## src/rtl/cdb_arbiter.sv

```systemverilog
// Round-robin Common Data Bus arbiter for four result producers (add/sub, mult, div, load queue).
// Optional per-unit broadcast counters are enabled with `define CDB_BCAST_CNT_EN.

module cdb_arbiter_chk #(
  parameter int N_REQ = 4
) (
  input logic             clk,
  input logic             rst_n,
  input logic             cdb_hold,
  input logic [N_REQ-1:0] req,
  input logic [N_REQ-1:0] gnt
);

  a_gnt_onehot0 : assert property (@(posedge clk) disable iff (!rst_n) $onehot0(gnt));
  a_hold_no_gnt : assert property (@(posedge clk) disable iff (!rst_n) cdb_hold |-> (gnt == '0));
  a_gnt_has_req : assert property (@(posedge clk) disable iff (!rst_n) ((gnt & ~req) == '0));

endmodule

module cdb_arbiter #(
  parameter int N_REQ  = 4,
  parameter int TAG_W  = 4,
  parameter int DATA_W = 32
) (
  input  logic                    clk,
  input  logic                    rst_n,
  input  logic [N_REQ-1:0]        req,
  input  logic [N_REQ*TAG_W-1:0]  req_tag,
  input  logic [N_REQ*DATA_W-1:0] req_data,
  input  logic                    cdb_hold,
  output logic [N_REQ-1:0]        gnt,
  output logic                    cdb_valid,
  output logic [TAG_W-1:0]        cdb_tag,
  output logic [DATA_W-1:0]       cdb_data,
  output logic                    tag_err
`ifdef CDB_BCAST_CNT_EN
  ,
  output logic [N_REQ*16-1:0]     bcast_cnt
`endif
);

  // N_REQ is a power of two, so the pointer wraps modulo N_REQ by plain overflow.
  localparam int PTR_W = $clog2(N_REQ);

  logic [PTR_W-1:0]  rr_ptr_q;
  logic [PTR_W-1:0]  rr_ptr_d;
  logic [PTR_W-1:0]  cand_s;
  logic [PTR_W-1:0]  win_idx_s;
  logic              win_vld_s;
  logic [TAG_W-1:0]  win_tag_s;
  logic [DATA_W-1:0] win_data_s;
  logic [N_REQ-1:0]  gnt_s;

  logic              cdb_valid_q;
  logic              cdb_valid_d;
  logic [TAG_W-1:0]  cdb_tag_q;
  logic [TAG_W-1:0]  cdb_tag_d;
  logic [DATA_W-1:0] cdb_data_q;
  logic [DATA_W-1:0] cdb_data_d;
  logic              tag_err_q;
  logic              tag_err_d;

  // Winner search: first requester at or after rr_ptr, suppressed by hold and reset.
  always_comb begin
    gnt_s     = '0;
    win_vld_s = 1'b0;
    win_idx_s = '0;
    cand_s    = '0;
    if (rst_n && !cdb_hold) begin
      for (int o = 0; o < N_REQ; o++) begin
        cand_s = rr_ptr_q + PTR_W'(o);
        if (!win_vld_s && req[cand_s]) begin
          win_vld_s = 1'b1;
          win_idx_s = cand_s;
        end else begin
          win_vld_s = win_vld_s;
        end
      end
    end else begin
      win_vld_s = 1'b0;
    end
    gnt_s[win_idx_s] = win_vld_s;
  end

  assign win_tag_s  = req_tag[win_idx_s*TAG_W +: TAG_W];
  assign win_data_s = req_data[win_idx_s*DATA_W +: DATA_W];
  assign gnt        = gnt_s;

  // Next broadcast state; a tag-0 grant releases the unit but only raises tag_err.
  always_comb begin
    rr_ptr_d    = rr_ptr_q;
    cdb_valid_d = 1'b0;
    tag_err_d   = 1'b0;
    cdb_tag_d   = cdb_tag_q;
    cdb_data_d  = cdb_data_q;
    if (win_vld_s) begin
      rr_ptr_d = win_idx_s + PTR_W'(1);
      if (win_tag_s != {TAG_W{1'b0}}) begin
        cdb_valid_d = 1'b1;
        cdb_tag_d   = win_tag_s;
        cdb_data_d  = win_data_s;
      end else begin
        tag_err_d = 1'b1;
      end
    end else begin
      rr_ptr_d = rr_ptr_q;
    end
  end

  // Broadcast and pointer registers; reset discards any pending broadcast.
  always_ff @(posedge clk or negedge rst_n) begin
    if (!rst_n) begin
      rr_ptr_q    <= '0;
      cdb_valid_q <= 1'b0;
      cdb_tag_q   <= '0;
      cdb_data_q  <= '0;
      tag_err_q   <= 1'b0;
    end else begin
      rr_ptr_q    <= rr_ptr_d;
      cdb_valid_q <= cdb_valid_d;
      cdb_tag_q   <= cdb_tag_d;
      cdb_data_q  <= cdb_data_d;
      tag_err_q   <= tag_err_d;
    end
  end

  assign cdb_valid = cdb_valid_q;
  assign cdb_tag   = cdb_tag_q;
  assign cdb_data  = cdb_data_q;
  assign tag_err   = tag_err_q;

`ifdef CDB_BCAST_CNT_EN
  logic [15:0] cnt_q [N_REQ];
  logic [15:0] cnt_d [N_REQ];

  // Saturating per-unit count of grants that produced a real broadcast.
  always_comb begin
    for (int i = 0; i < N_REQ; i++) begin
      cnt_d[i] = cnt_q[i];
      if (gnt_s[i] && (win_tag_s != {TAG_W{1'b0}}) && (cnt_q[i] != 16'hFFFF)) begin
        cnt_d[i] = cnt_q[i] + 16'd1;
      end else begin
        cnt_d[i] = cnt_q[i];
      end
    end
  end

  // Counter registers.
  always_ff @(posedge clk or negedge rst_n) begin
    if (!rst_n) begin
      for (int i = 0; i < N_REQ; i++) begin
        cnt_q[i] <= 16'd0;
      end
    end else begin
      for (int i = 0; i < N_REQ; i++) begin
        cnt_q[i] <= cnt_d[i];
      end
    end
  end

  // Flatten counters onto the output bus.
  always_comb begin
    bcast_cnt = '0;
    for (int i = 0; i < N_REQ; i++) begin
      bcast_cnt[i*16 +: 16] = cnt_q[i];
    end
  end
`endif

  cdb_arbiter_chk #(.N_REQ(N_REQ)) u_chk (
    .clk      (clk),
    .rst_n    (rst_n),
    .cdb_hold (cdb_hold),
    .req      (req),
    .gnt      (gnt_s)
  );

endmodule

```

## config.mk

```make
export PLATFORM = sky130hd
export DESIGN_NAME = cdb_arbiter
export DESIGN_NICKNAME = d
export VERILOG_FILES = /design/src/rtl/cdb_arbiter.sv
export SDC_FILE = /design/constraint.sdc
export NUM_CORES = 1
export LEC_CHECK = 0
export ABC_CLOCK_PERIOD_IN_PS = 8900
export BUFFER_PORTS_ARGS = -buffer_cell sky130_fd_sc_hd__buf_4
export CORE_ASPECT_RATIO = 1.2
export CORE_MARGIN = 2
export CORE_UTILIZATION = 45
export DETAILED_ROUTE_END_ITERATION = 6
export GPL_ROUTABILITY_DRIVEN = 0
export PLACE_DENSITY = 0.86
export SKIP_CTS_REPAIR_TIMING = 1
export SYNTH_ARGS = -nofsm -noshare
export SYNTH_HDL_FRONTEND = slang
export SYNTH_SLANG_ARGS = --single-unit
```

## constraint.sdc

```tcl
create_clock -name clk -period 8.9 [get_ports clk]
set_input_delay 0.89 -clock clk [delete_from_list [all_inputs] [get_ports clk]]
set_output_delay 0.89 -clock clk [all_outputs]
set_load 0.01 [all_outputs]
```

==> results of run 1 <==
per-layer routing:
metal  GRT usage [%]  up-vias
met1           24.02     1226
met2           44.12       97
met3           6.900       16
li1                -     1224
met4           8.182        0
met5               0        -
area by class of cell:
type | instances | area (um2)
well taps | 82 | 102.6
clock buffers | 7 | 96.34
clock inverters | 1 | 30.03
fillers | 463 | 1559
flip-flops and latches | 40 | 1001
inverters | 4 | 15.01
multi-input cells | 171 | 1737
repair buffers | 196 | 1471
synth_stat cells, drive strengths merged (2+ instances only):
cell type	instances
mux2i	97
dfrtp	40
mux2	36
buf	11
nor2	5
a21oi	4
and2	4
ha	4
inv	4
mux4	4
nand2	4
clkbuf	3
nand2b	2
cells by family after synthesis:
logic type	after synthesis	synth area share, %
AND/OR/NAND/NOR	20	4.063
adder cells (fa/ha/maj)	4	1.786
AO/OA/AOI/OAI	10	3.304
flip-flops	40	35.71
multiplexers	137	52.32
buffers and inverters	18	2.812
worst register-to-register path: stages, from the launching register on:
cell	delay [ps]
dfrtp_1	460
and4bb_1	230
o21a_1	220
a211oi_4	240
buf_4	530
mux4_2	640
o41ai_4	850
buf_4	450
mux2_2	380
final timing paths:
path / start / end / slack [ps] / cells past startpoint
min in group asynchronous: rst_n / rr_ptr_q[0]$_DFFE_PN0P_ / 570 / 1
worst max register to register: rr_ptr_q[1]$_DFFE_PN0P_ / cdb_data[7]$_DFFE_PN0P_ / 4780 / 8
max in group asynchronous: rst_n / cdb_data[22]$_DFFE_PN0P_ / 7970 / 1
worst min-delay path: cdb_data[25]$_DFFE_PN0P_ / cdb_data[25]$_DFFE_PN0P_ / 490 / 1
worst max-delay path: rst_n / cdb_data[7]$_DFFE_PN0P_ / 4350 / 9
worst min register to register: cdb_data[25]$_DFFE_PN0P_ / cdb_data[25]$_DFFE_PN0P_ / 490 / 1
stage by stage:
step / power, mW / std cells
2_1_floorplan: 0.3714 / 229
3_3_place_gp: 0.5158 / 493
3_5_place_dp: 0.5250 / 493
4_1_cts: 0.6875 / 501
5_1_grt: 0.7186 / 501
6_report: 0.6788 / 501
flip-flops by register name (all words and copies together), names as in the netlist:
| signal | count |
|---|---|
| cdb_data | 32 |
| cdb_tag | 4 |
| tag_err | 1 |
| rr_ptr_q | 2 |
| cdb_valid | 1 |
power breakdown:
group | internal, mW | leakage (nW) | switching [mW] | total, mW
clock | 0.0989 | 0.0645 | 0.0617 | 0.161
sequential | 0.225 | 0.474 | 0.0273 | 0.253
combinational | 0.155 | 1.48 | 0.110 | 0.265
total | 0.479 | 2.02 | 0.199 | 0.679
==> metrics.txt, run 1 <==
status finished, final reports clean; # rows 31; Area growth syn-to-layout 58.88%; Crit path required time 9070 ps; top cells by area, synth dfrtp_1 36%, mux2i_1 35%, mux2_1 12%; number of max-cap violations 0; Yosys top cell by area dfrtp_1; clock tree root buffer cell clkbuf_8; clk_lat worst skew 290 ps; CTS max path bufs 2; Tightest Pin Transition 863.9 ps; diode count 0; asr flop ratio synth 100.0%; # nets final 573; Initial DRC Count 72; Post-DRT Antenna Nets 0; family with the most delay on the worst path buffers and inverters; pin count of the biggest net entering global routing 42; vias in the first global route 2755; commonest non-fill, non-tap cells in the layout 196 x buf_4, 97 x mux2i_1, 40 x dfrtp_1, 29 x mux2_1; CTS tree built; Hold/Removal Path Class register to register; P per Cell Area 152.4 nW/um2; WS Path Type input port to register; setup TNS 0 ps; wire per inst 15.86 um; Remaining DRCs 0; Post-synth EDFFs 0; CP bufs+invs 3; share of layout cells above drive strength 1 52.03%; Final Hold Fails 0; Metal-1 WL 2714 um; vias per cell 5.116; most used cell, CP buf_4; syn nets 384; Die Area 6878 um2; worst-path fanout max 41; Peak VDD IR 0.09026 mV; die width 76.04 um; Most used DFF post-synth dfrtp_1; fin crit share 51.07%; DP HPWL 6564 um; DR pass1 iterations 4; top sig layer met4; unrepaired setup endpoints after global routing no; P_leak 2.015 nW; WL final 7947 um; Post-Syn Area 2803 um2; Initial Util 46.62%; max-slew violations 0; CP max stage delay 850 ps; # clock sinks 40; post-place instance area 4327 um2; synth unique cells 26; sequential fraction of the synthesis area 35.71%; Mapped Cells 229; routed wl met2 4535 um; post-layout worst setup margin 4354 ps; Finished Core Util 74.07%; hold slack 494.2 ps; post-synth top area share 35.71%; Ys Warns 0; grt ovf 0; metal3 WL 495 um; Worst setup EP type register; H-tree depth 2; IO Count 193; Crit-path slowest cell o41ai_4; core area 6012 um2; leading cell type in the layout, fill and taps excluded buf_4; Worst Setup Start Kind input port; Period minus WS final 4546 ps; register bit count reported by yosys 40; Setup Viol. Count Final 0; Clock Skew 2.884 ps; post-route cell area 4453 um2; die height 90.45 um; Via Count 2563; Rel. slew slack 42.21%; Critical Path AT 4720 ps; number of port buffers 192; total CTS buffers 5; syn avg cell area 12.24 um2; initial antenna violation count 0; Tot GR Track Use 23.23%; clock-pin slew on the worst setup and hold paths 70 ps; crit path cell chain buf_4 > nand2b_1 > a21o_1 > a2111oi_2 > buf_4 > mux4_2 > o41ai_4 > buf_4 > mux2_2; first-pass GRT wire length 12810 um; post-place setup slack 3993 ps; Fmax 220.0 MHz
Note: power is estimated with default switching activity, not from simulation.
==> run 2: changes to the inputs <==
--- a/config.mk
+++ b/config.mk
@@ -5,14 +5,14 @@
 export SDC_FILE = /design/constraint.sdc
 export NUM_CORES = 1
 export LEC_CHECK = 0
-export ABC_CLOCK_PERIOD_IN_PS = 8900
+export ABC_CLOCK_PERIOD_IN_PS = 3700
 export BUFFER_PORTS_ARGS = -buffer_cell sky130_fd_sc_hd__buf_4
 export CORE_ASPECT_RATIO = 1.2
 export CORE_MARGIN = 2
-export CORE_UTILIZATION = 45
+export CORE_UTILIZATION = 38
 export DETAILED_ROUTE_END_ITERATION = 6
 export GPL_ROUTABILITY_DRIVEN = 0
-export PLACE_DENSITY = 0.86
+export PLACE_DENSITY = 0.78
 export SKIP_CTS_REPAIR_TIMING = 1
 export SYNTH_ARGS = -nofsm -noshare
 export SYNTH_HDL_FRONTEND = slang
==> constraint.sdc (replaced) <==
create_clock -name clk -period 3.7 [get_ports clk]
set_input_delay 0.37 -clock clk [delete_from_list [all_inputs] [get_ports clk]]
set_output_delay 0.37 -clock clk [all_outputs]
set_load 0.01 [all_outputs]
==> run 2 against run 1 <==
Against the previous run:
- critical path depth decreased by 1
- cell count increased by 2.2%
- core utilization decreased by 12 points
- clock power increased by 120%
- worst hold slack got worse by 350 ps
- clock skew increased by 2.2 ps
- combinational power increased by 140%
- total power increased by 140%
- sequential power increased by 140%
- design area increased by 0.39%
- die area increased by 17%
- critical endpoint is now cdb_data[9]$_DFFE_PN0P_
==> metrics.txt, run 2 (synthesis results as in run 1) <==
status finished, final reports clean; sequential power share 37.8% (+0.6 points); clk_lat worst skew 290 ps (about the same); DP HPWL 6531 um (-0.50%); pin count of the biggest net entering global routing 41 (-2.4%); Tot GR Track Use 19.78% (-3.5 points); logic gate share of total power 39.9% (+0.8 points); Setup Viol. Count Final 0 (unchanged); die height 98.08 um (+8.4%); Rel. slew slack 64.27% (+22 points); clock tree root buffer cell clkbuf_8; clock power share 22.3% (-1.4 points); Period minus WS final 3208 ps; vias per cell 5.039 (-1.5%); clock-pin slew on the worst setup and hold paths 80 ps (about the same); vias in the first global route 2709 (-1.7%); Fmax 311.8 MHz; die width 82.40 um (+8.4%); WS Path Type register to register; Worst Setup Start Kind register; Critical Path AT 3380 ps (-1340 ps); H-tree depth 2 (unchanged); wire per inst 15.45 um (-2.6%); CTS tree built; initial antenna violation count 0 (unchanged); Initial DRC Count 56 (-22%); commonest non-fill, non-tap cells in the layout 199 x buf_4, 97 x mux2i_1, 40 x dfrtp_1, 29 x mux2_1, 7 x mux2_2; leading cell type in the layout, fill and taps excluded buf_4; DR pass1 iterations 4 (unchanged); Via Count 2580 (+0.66%); fin crit share 86.69%; switching part of the total 30.05% (+0.69 points); worst reg2reg path depth 8 (unchanged); P_int 1.117 mW (+130%); hold slack 140.7 ps (-353.5 ps); CTS max path bufs 2 (unchanged); setup TNS 0 ps (unchanged); total CTS buffers 5 (unchanged); number of port buffers 192 (unchanged); Tightest Pin Transition 535.9 ps (-328.0 ps); Post-DRT Antenna Nets 0 (unchanged); Die Area 8081 um2 (+17%); Worst setup EP type register; Remaining DRCs 0 (unchanged); IO Count 193 (unchanged); number of max-cap violations 0 (unchanged); diode count 0 (unchanged); max FFs per register 32 (unchanged); grt ovf 0 (unchanged); Hold/Removal Path Class input port to async pin; Clock Skew 5.104 ps (+2.221 ps); P_leak 2.020 nW (+0.21%); WL final 7909 um (-0.48%); # nets final 576 (+0.52%); Peak VDD IR 0.1978 mV (+120%); P_sw 0.4798 mW (+140%); P per Cell Area 357.2 nW/um2 (+130%); # clock sinks 40 (unchanged); # rows 34 (+9.7%); max-slew violations 0 (unchanged); share of layout cells above drive strength 1 52.37% (+0.34 points); Final Hold Fails 0 (unchanged); first-pass GRT wire length 12450 um (-2.9%); Crit path required time 3880 ps (-5190 ps); Initial Util 38.98% (-7.6 points); unrepaired setup endpoints after global routing no; core area 7189 um2 (+20%); Area growth syn-to-layout 59.51%; worst-path fanout max 24 (-41%)
==> run 2: cell types whose count changed in the layout (fill, tap and decap cells not counted), sizes merged <==
cell,change
clkinvlp,+1
clkinv,+1
clkbuf,-2
buf,+3
==> run 2: through the flow <==
step	total power [mW]	setup WS, ps	utilization [%]	area, um2	cells
2_1_floorplan	0.8935	450.6	-	2803	229
3_3_place_gp	1.242	549.8	60.63	4359	504
3_5_place_dp	1.261	428.6	60.63	4359	504
4_1_cts	1.621	465.5	62.18	4471	512
5_1_grt	1.694	319.6	62.18	4471	512
6_report	1.597	492.4	62.18	4471	512
==> run 2: worst max-delay path, cell delays in order (launching register included) <==
cell and delay [ps]:
dfrtp_1 470, mux2i_1 220, nor2_1 70, a2111oi_2 420, buf_4 420, mux4_2 420, o41ai_4 380, buf_4 320
mux2_2 360
==> run 2: worst paths after layout <==
kind                                         start  slack (ps)                        to
setup / recovery           rr_ptr_q[1]$_DFFE_PN0P_         490   cdb_data[9]$_DFFE_PN0P_
hold / removal                               rst_n         140   rr_ptr_q[0]$_DFFE_PN0P_
setup reg to reg           rr_ptr_q[1]$_DFFE_PN0P_         490   cdb_data[9]$_DFFE_PN0P_
hold reg to reg            cdb_data[2]$_DFFE_PN0P_         500   cdb_data[2]$_DFFE_PN0P_
max in group asynchronous                    rst_n        3190  cdb_data[12]$_DFFE_PN0P_
min in group clk                      req_data[24]         470  cdb_data[24]$_DFFE_PN0P_
==> run 2: cell type report <==
class | instances | area, um2
Tap cell | 90 | 112.6
Inverter | 4 | 15.01
Clock buffer | 5 | 68.82
Multi-Input combinational cell | 171 | 1737
Fill cell | 606 | 2719
Sequential cell | 40 | 1001
Timing Repair Buffer | 199 | 1494
Clock inverter | 3 | 42.54
==> run 2: power by group through the flow <==
| stage | combinational [mW] | clock, mW | sequential [mW] |
|---|---|---|---|
| global route | 0.692 | 0.384 | 0.618 |
| finish | 0.637 | 0.356 | 0.604 |
| detailed placement | 0.649 | 0 | 0.613 |
| floorplan | 0.242 | 0 | 0.652 |
| CTS | 0.649 | 0.368 | 0.604 |
| global placement | 0.632 | 0 | 0.609 |
==> run 2: layer usage <==
metal / routed length [um] / vias up / share of wire, % / track usage, %
met5: 0 / - / 0 / 0
met4: 240 / 0 / 3.0 / 7.308
met3: 566 / 22 / 7.2 / 4.621
met2: 4329 / 107 / 55 / 36.23
met1: 2774 / 1223 / 35 / 21.30
li1: - / 1228 / - / -
==> run 3: changes to the inputs <==
--- a/config.mk
+++ b/config.mk
@@ -12,7 +12,7 @@
 export CORE_UTILIZATION = 38
 export DETAILED_ROUTE_END_ITERATION = 6
 export GPL_ROUTABILITY_DRIVEN = 0
-export PLACE_DENSITY = 0.78
+export PLACE_DENSITY = 0.87
 export SKIP_CTS_REPAIR_TIMING = 1
 export SYNTH_ARGS = -nofsm -noshare
 export SYNTH_HDL_FRONTEND = slang
==> run 3 against run 2 <==
Against the previous run:
- register-to-register slack hardly changed
- maximum frequency is 0.40% lower
- global-route usage is 0.33 points higher
- critical path depth decreased by 1
- critical path type unchanged
- critical endpoint is now cdb_data[6]$_DFFE_PN0P_
- highest routed layer unchanged
==> metrics.txt, run 3 (synthesis results as in run 1) <==
RR Startpoint rr_ptr_q[1]$_DFFE_PN0P_; commonest non-fill, non-tap cells in the layout 200 x buf_4, 97 x mux2i_1, 40 x dfrtp_1, 29 x mux2_1, 7 x mux2_2; Initial DRC Count 57 (+1.8%); logic gate share of total power 41.6% (+1.7 points); # clock sinks 40 (unchanged); hold slack 145.9 ps (+5.202 ps); status finished, final reports clean; leading cell type in the layout, fill and taps excluded buf_4; DP HPWL 6600 um (+1.1%); Worst Setup Start Kind register; switching part of the total 30.43% (+0.38 points); Finished Core Util 61.99% (-0.19 points); H-tree depth 2 (unchanged); # fillers 602 (-0.66%); Worst setup EP type register; vias per cell 5.109 (+1.4%); Rel. slew slack 60.86% (-3.4 points); P_int 1.071 mW (-4.1%); P_leak 2.016 nW (-0.16%); Die Area 8081 um2 (unchanged); worst-path fanout max 20 (-17%); share of layout cells above drive strength 1 52.01% (-0.36 points); diode count 0 (unchanged); first-pass GRT wire length 12640 um (+1.6%); fin crit share 87.04% (+0.34 points); Power, Total 1.539 mW (-3.6%); wire per inst 15.78 um (+2.2%); P per Cell Area 345.3 nW/um2 (-3.3%); unrepaired setup endpoints after global routing no; DR pass1 iterations 4 (unchanged); Clock Skew 5.554 ps (+0.4496 ps); number of max-cap violations 0 (unchanged); Tot GR Track Use 20.11% (+0.33 points); vias in the first global route 2744 (+1.3%); clock-pin slew on the worst setup and hold paths 70 ps (about the same); initial antenna violation count 0 (unchanged); CTS tree built; Crit path required time 3870 ps (about the same); clock power share 19.0% (-3.3 points); WL final 8096 um (+2.4%); Peak VDD IR 0.1902 mV (-3.9%); register area 1001 um2 (unchanged); CP startpoint rr_ptr_q[1]$_DFFE_PN0P_; setup TNS 0 ps (unchanged); IO Count 193 (unchanged); die width 82.40 um (unchanged); # rows 34 (unchanged); Critical Path AT 3390 ps (about the same); core area 7189 um2 (unchanged); max FFs per register 32 (unchanged); clock tree root buffer cell clkbuf_8; Tightest Pin Transition 587.1 ps (+51.14 ps); Fmax 310.5 MHz (-0.40%); Initial Util 38.98% (unchanged); Final Hold Fails 0 (unchanged); WS Path Type register to register; Hold/Removal Path Class input port to async pin; # nets final 577 (+0.17%); pin count of the biggest net entering global routing 41 (unchanged); sequential power share 39.4% (+1.6 points); number of port buffers 192 (unchanged); grt ovf 0 (unchanged); worst reg2reg path depth 7 (-1); Setup Viol. Count Final 0 (unchanged); Post-DRT Antenna Nets 0 (unchanged); Via Count 2621 (+1.6%); max-slew violations 0 (unchanged); Area growth syn-to-layout 59.02%; die height 98.08 um (unchanged); Remaining DRCs 0 (unchanged); Multi-input gate area 1737 um2 (unchanged); clk_lat worst skew 280 ps (about the same); total CTS buffers 5 (unchanged); CTS max path bufs 2 (unchanged); Period minus WS final 3220 ps (+12.76 ps); P_sw 0.4683 mW (-2.4%)
-- run 3: changes by cell type in the layout (fill, tap and decap cells not counted) --
cell,before,now
bufinv_16,1,0
clkbuf_1,0,2
clkbuf_8,5,6
buf_4,199,200
clkinv_2,1,0
clkinvlp_4,1,0
-- run 3: layer usage --
layer	vias up	GRT usage, %	share of wire [%]
met5	-	0	0
met4	0	4.872	1.8
li1	1235	-	-
met2	110	38.34	56
met1	1263	20.63	34
met3	13	5.915	8.0
-- run 3: worst max-delay path, stage by stage, from the launching register on --
cell and delay [ps]:
dfrtp_1 490, and4bb_1 250, o21a_1 220, a211oi_4 450
mux4_2 620, o41ai_4 380, buf_4 330, mux2_2 370
-- run 3: power by group through the flow --
stage	clock network [mW]	logic [mW]	registers, mW
2_1_floorplan	0	0.242	0.652
3_3_place_gp	0	0.632	0.605
3_5_place_dp	0	0.651	0.612
4_1_cts	0.307	0.651	0.604
5_1_grt	0.326	0.694	0.620
6_report	0.293	0.640	0.606
-- run 3: worst paths after layout --
check | end | slack, ps
setup / recovery | cdb_data[6]$_DFFE_PN0P_ | 480
hold / removal | cdb_tag[3]$_DFFE_PN0P_ | 150
setup reg to reg | cdb_data[6]$_DFFE_PN0P_ | 480
hold reg to reg | cdb_data[25]$_DFFE_PN0P_ | 490
max in group asynchronous | cdb_data[6]$_DFFE_PN0P_ | 3190
min in group clk | cdb_data[25]$_DFFE_PN0P_ | 470
-- run 3: stage by stage --
stage / cells / area [um2] / worst slack (ps)
final: 513 / 4457 / 479.6
after global routing: 513 / 4457 / 303.7
after CTS: 513 / 4457 / 490.0
after detailed placement: 505 / 4367 / 488.9
after global placement: 505 / 4367 / 576.6
after floorplan: 229 / 2803 / 450.6
-- run 3: cell type report --
| cell class | instances | share of cell area (%) |
|---|---|---|
| Timing Repair Buffer | 200 | 33.69 |
| Inverter | 4 | 0.3369 |
| Clock buffer | 8 | 2.021 |
| Multi-Input combinational cell | 171 | 38.97 |
| Tap cell | 90 | 2.527 |
| Sequential cell | 40 | 22.46 |
